## config.mk

```make
export PLATFORM = sky130hd
export DESIGN_NAME = down_counter_timer_flat
export DESIGN_NICKNAME = d
export VERILOG_FILES = /design/src/rtl/down_counter_timer_if.sv /design/src/rtl/down_counter_timer.sv /design/src/flat_wrapper.sv
export SDC_FILE = /design/constraint.sdc
export NUM_CORES = 1
export LEC_CHECK = 0
export ABC_AREA = 1
export BUFFER_PORTS_ARGS = -buffer_cell sky130_fd_sc_hd__buf_2
export CORE_AREA = 10 10 48 50
export DETAILED_ROUTE_END_ITERATION = 7
export DIE_AREA = 0 0 58 60
export HOLD_SLACK_MARGIN = 0.12
export PLACE_DENSITY_LB_ADDON = 0.25
export SETUP_SLACK_MARGIN = 0.2
export SYNTH_ARGS = -nofsm -noshare
export SYNTH_HDL_FRONTEND = slang
export SYNTH_SLANG_ARGS = --single-unit
```

## constraint.sdc

```tcl
create_clock -name clk -period 2.6 [get_ports clk]
set_input_delay 0.39 -clock clk [delete_from_list [all_inputs] [get_ports clk]]
set_output_delay 0.39 -clock clk [all_outputs]
set_load 0.005 [all_outputs]
```

## src/rtl/down_counter_timer_if.sv

```systemverilog
// Control/status bundle for down_counter_timer: load/start/stop/auto_reload in, count/tc/busy out.
interface down_counter_timer_if #(
  parameter int WIDTH = 4
);
  logic             load;
  logic [WIDTH-1:0] load_val;
  logic             start;
  logic             stop;
  logic             auto_reload;
  logic [WIDTH-1:0] count;
  logic             tc;
  logic             busy;

  modport master (
    output load, load_val, start, stop, auto_reload,
    input  count, tc, busy
  );

  modport slave (
    input  load, load_val, start, stop, auto_reload,
    output count, tc, busy
  );
endinterface

```

## src/rtl/down_counter_timer.sv

```systemverilog
// Loadable start/stop down counter with one-cycle terminal-count pulse and optional auto-reload.
// Optional tick prescaler enabled by defining DCT_PRESCALE_EN (divide ratio PRESCALE, 2..256).
module down_counter_timer #(
  parameter int WIDTH    = 4,
  parameter int PRESCALE = 4
) (
  input  logic                  clk,
  input  logic                  rst,
  down_counter_timer_if.slave   bus
);

  typedef enum logic {
    IDLE = 1'b0,
    RUN  = 1'b1
  } state_t;

  state_t           state, state_next;
  logic [WIDTH-1:0] count_q, count_next;
  logic [WIDTH-1:0] reload_q, reload_next;
  logic             tc_q, tc_next;
  logic             tick;

`ifdef DCT_PRESCALE_EN
  localparam int PW = (PRESCALE > 1) ? $clog2(PRESCALE) : 1;

  logic [PW-1:0] pre_q, pre_next;

  // Prescale phase only advances while genuinely running; load/stop or leaving RUN park it at zero.
  always_comb begin
    pre_next = '0;
    tick     = 1'b0;
    if (state == RUN && !bus.load && !bus.stop) begin
      if (pre_q == PW'(PRESCALE - 1)) begin
        tick = 1'b1;
      end else begin
        pre_next = pre_q + PW'(1);
      end
    end
  end

  always_ff @(posedge clk or negedge rst) begin
    if (!rst) begin
      pre_q <= '0;
    end else begin
      pre_q <= pre_next;
    end
  end
`else
  assign tick = (state == RUN);
`endif

  always_ff @(posedge clk or negedge rst) begin
    if (!rst) begin
      state    <= IDLE;
      count_q  <= '0;
      reload_q <= '0;
      tc_q     <= 1'b0;
    end else begin
      state    <= state_next;
      count_q  <= count_next;
      reload_q <= reload_next;
      tc_q     <= tc_next;
    end
  end

  // Priority chain: load, then stop, then start, then the running tick.
  always_comb begin
    state_next  = state;
    count_next  = count_q;
    reload_next = reload_q;
    tc_next     = 1'b0;
    if (bus.load) begin
      count_next  = bus.load_val;
      reload_next = bus.load_val;
      state_next  = IDLE;
    end else if (bus.stop) begin
      state_next = IDLE;
    end else if (bus.start && state == IDLE) begin
      if (count_q != '0) begin
        state_next = RUN;
      end
    end else if (state == RUN && tick) begin
      if (count_q > WIDTH'(1)) begin
        count_next = count_q - WIDTH'(1);
      end else if (bus.auto_reload && reload_q != '0) begin
        count_next = reload_q;
        tc_next    = 1'b1;
      end else begin
        // Terminal tick in one-shot mode; never go below zero.
        count_next = '0;
        tc_next    = 1'b1;
        state_next = IDLE;
      end
    end
  end

  assign bus.count = count_q;
  assign bus.tc    = tc_q;
  assign bus.busy  = (state == RUN);

endmodule

```

## src/flat_wrapper.sv

```systemverilog
// flat-port wrapper written by rule: the top's interface ports become plain ports
module down_counter_timer_flat 
#(
  parameter int WIDTH    = 4,
  parameter int PRESCALE = 4
)
  (clk, rst, bus_load, bus_load_val, bus_start, bus_stop, bus_auto_reload, bus_count, bus_tc, bus_busy);
  down_counter_timer_if #(.WIDTH(WIDTH)) bus_i ();
  input  logic clk;
  input  logic rst;
  input wire logic [$bits(bus_i.load)-1:0] bus_load;
  input wire logic [$bits(bus_i.load_val)-1:0] bus_load_val;
  input wire logic [$bits(bus_i.start)-1:0] bus_start;
  input wire logic [$bits(bus_i.stop)-1:0] bus_stop;
  input wire logic [$bits(bus_i.auto_reload)-1:0] bus_auto_reload;
  output wire logic [$bits(bus_i.count)-1:0] bus_count;
  output wire logic [$bits(bus_i.tc)-1:0] bus_tc;
  output wire logic [$bits(bus_i.busy)-1:0] bus_busy;
  assign bus_i.load = bus_load;
  assign bus_i.load_val = bus_load_val;
  assign bus_i.start = bus_start;
  assign bus_i.stop = bus_stop;
  assign bus_i.auto_reload = bus_auto_reload;
  assign bus_count = bus_i.count;
  assign bus_tc = bus_i.tc;
  assign bus_busy = bus_i.busy;
  down_counter_timer #(.WIDTH(WIDTH), .PRESCALE(PRESCALE)) u_core (.clk(clk), .rst(rst), .bus(bus_i));
endmodule
```

==> impl_metrics.yaml <==
run_status:
  run_status: "finished, final reports clean"
logic_synthesis:
  synth_mux_area_share_pct: 0
  yosysWarnings: 0
  async_flop_share_pct: 100.0
  ys.flop_type: "dfrtp_1"
  syn_inst: 82
  syn-num-nets: 94
  post_synth_num_cell_types: 20
  synth_fa_ha_area_share_pct: 4.149
  ys_ff_latch: 10
  seq_area_frac_synth_pct: 41.49
  synth_compound_gate_area_share_pct: 14.94
  synth_edf_count: 0
  yosys.area_share.simple_pct: 31.74
  yosys.area_share.xor_xnor_pct: 0
  avgSynthCellArea_sq_um: 7.355
  synth_area_sq_um: 603.1
  synth_top_family_by_area: "simple AND/OR/NAND/NOR gates"
grt:
  antenna_found_initial: 0
  grt_start_max_net_pins: 11
  overflow: 0
  grtUsageTotal_pct: 9.142
  grt_pass1_wl_um: 2401
  grt_pass1_vias: 562
layout:
  drive_gt1_share_pct: 28.00
  fillerInstances: 159
  finalNetCount: 114
  antenna_cells: 0
  fin_area_sq_um: 725.7
  final_core_util_pct: 50.52
  area_growth_pct: 20.33
  multi_input_area_sq_um: 306.5
  fin_cells: 116
  regArea_sq_um: 250.2
timing:
  slew_headroom_pct: 83.70
  period_share_pct: 52.17
  finalCriticalPeriod_ns: 1.356
  skew_ns: 0.001166
  finalHoldViolCount: 0
  grt_setup_unrepaired: "false"
  setup_tns_ns: 0
  worstMarginPinSlew_ns: 0.2420
  drv_slew: 0
  max_freq_ghz: 0.7372
  finalSetupViolCount: 0
pwr:
  ir_drop_v: 0.0003250
  powerDensity_mw_per_mm2: 592.8
  design_power_total_mw: 0.4302
  p_leak_nw: 0.3835
floorplanning:
  coreArea_sq_mm: 0.001436
  ios: 16
  start_util_pct: 41.99
  die-area_sq_mm: 0.003480
  die_h_um: 60
  die_w_um: 58
  rows: 14
setup_path:
  crit_required_ns: 2.80
  timing.rr.start: "u_core.bus.count[0]"
  cp_max_fo: 5
  end_kind: "flop"
  path_cells: "inv_1 > ha_1 > inv_2 > nand2_2 > nand2_2 > inv_2 > nand2_1 > nand3_2 > a21oi_2"
  cp-start-kind: "flop"
  path_class: "reg2reg"
  critPathLaunch: "u_core.bus.count[0]"
  crit_buf_inv: 3
  crit_family: "flip-flops"
  crit_path_max_incr_delay_ns: 0.40
  cpMaxStageDelayCell: "dfrtp_1"
  worstPathArrival_ns: 1.55
clock_network:
  clock_path_buffers: 2
  clock-root-buffer: "clkbuf_4"
  clkSinkCount: 10
  cts_tree: "built"
  htreeDepth: 1
  clk_latency_ns: 0.26
  clk_pin_slew_ns: 0.06
  post_cts_buffers: 0
  cts_buffers: 3
route:
  drc: 0
  drt-vias-per-instance: 4.957
  dr.pass1.iters: 4
  vias: 575
  avgRoutedWirePerCell_um: 12.25
  ant_nets: 0
  wirelength_um: 1421
  dr.first_iter.drc_count: 14
placed_design:
  placed_area_sq_um: 693.2
  placedCellCount: 112
  place_hpwl_um: 1134
  gp_congestion: 0.8291
  port_buffers: 15
flow_run:
  maxCapViolations: 0
worst_hold_path:
  min_from: "bus_load_val[1]"
  hold_path_class: "in2reg"
[power breakdown]
| group | switching (mW) | internal, mW |
|---|---|---|
| Sequential | 0.0216 | 0.173 |
| Clock | 0.0517 | 0.0535 |
| Combinational | 0.0767 | 0.0532 |
| Total | 0.150 | 0.280 |
[sequential cells by signal, indices dropped and copies added, names as in the netlist]
signal and flops:
u_core.bus.tc 1, u_core.bus.busy 1, u_core.bus.count 4, u_core.reload_q 4
[cells by family (layout without fill, tap and decap cells)]
logic type,Yosys count,after routing
buffers and inverters,12,30
and+or+nand+nor,43,43
adders and majority gates,2,2
DFF,10,10
AOI/OAI and AO/OA,15,15
[routing by layer]
metal | vias up | track usage [%] | share of wire [%]
met2 | 14 | 13.96 | 44
li1 | 301 | - | -
met1 | 256 | 9.832 | 46
met3 | 4 | 3.178 | 5.8
met5 | - | 0 | 0
met4 | 0 | 8.054 | 3.2
[Yosys cell counts (2+ instances only)]
cell type / number / area (sq um)
a21oi_1: 6 / 30.03
a21oi_2: 2 / 17.52
dfrtp_1: 10 / 250.2
ha_1: 2 / 25.02
inv_1: 8 / 30.03
inv_2: 3 / 11.26
nand2_1: 22 / 82.58
nand2_2: 2 / 12.51
nand3_1: 4 / 20.02
nor2_1: 11 / 41.29
o21ai_0: 2 / 10.01
o21ai_1: 2 / 10.01
[final timing paths]
kind / endpoint / slack, ns / cells after the start
max in group asynchronous: u_core.bus.busy / 1.90 / 2
min in group asynchronous: u_core.bus.count[1] / 0.51 / 2
setup reg to reg: u_core.bus.count[0] / 1.24 / 9
hold reg to reg: u_core.reload_q[1] / 0.51 / 2
setup / recovery: u_core.bus.count[0] / 1.24 / 9
hold / removal: u_core.reload_q[1] / 0.35 / 3
[worst min-delay path, stage by stage]
cell,delay [ns]
buf_2,0.07
nand2_1,0.05
nand2_1,0.06
[cell usage in the layout, fill, tap and decap left out, drive strengths merged]
master,n
a21oi,8
a31oi,1
buf,15
clkbuf,3
dfrtp,10
dlygate4sd3,1
ha,2
inv,11
nand2,24
nand3,5
nand4,1
nor2,12
nor3b,1
o21ai,5
o31ai,1
[area by class of cell]
cell class	instances	area share (%)
inverter	11	5.690
sequential	10	34.48
timing repair buffer	16	11.72
tap	16	2.759
multi-input combinational	60	42.24
clock buffer	3	3.103
[per-stage QoR]
| step | setup slack [ns] | hold WS (ns) |
|---|---|---|
| floorplan | 1.322 | 0.09441 |
| global placement | 1.273 | 0.2620 |
| detailed placement | 1.247 | 0.2649 |
| CTS | 1.229 | 0.3468 |
| global route | 1.070 | 0.3438 |
| finish | 1.244 | 0.3460 |
[repair_timing]
item	in CTS	in global routing
gates resized for setup	0	0
endpoints found under the hold margin	10	0
endpoints found under the setup margin	0	0
hold buffers	1	0
Power figures use the tool's default switching activity.
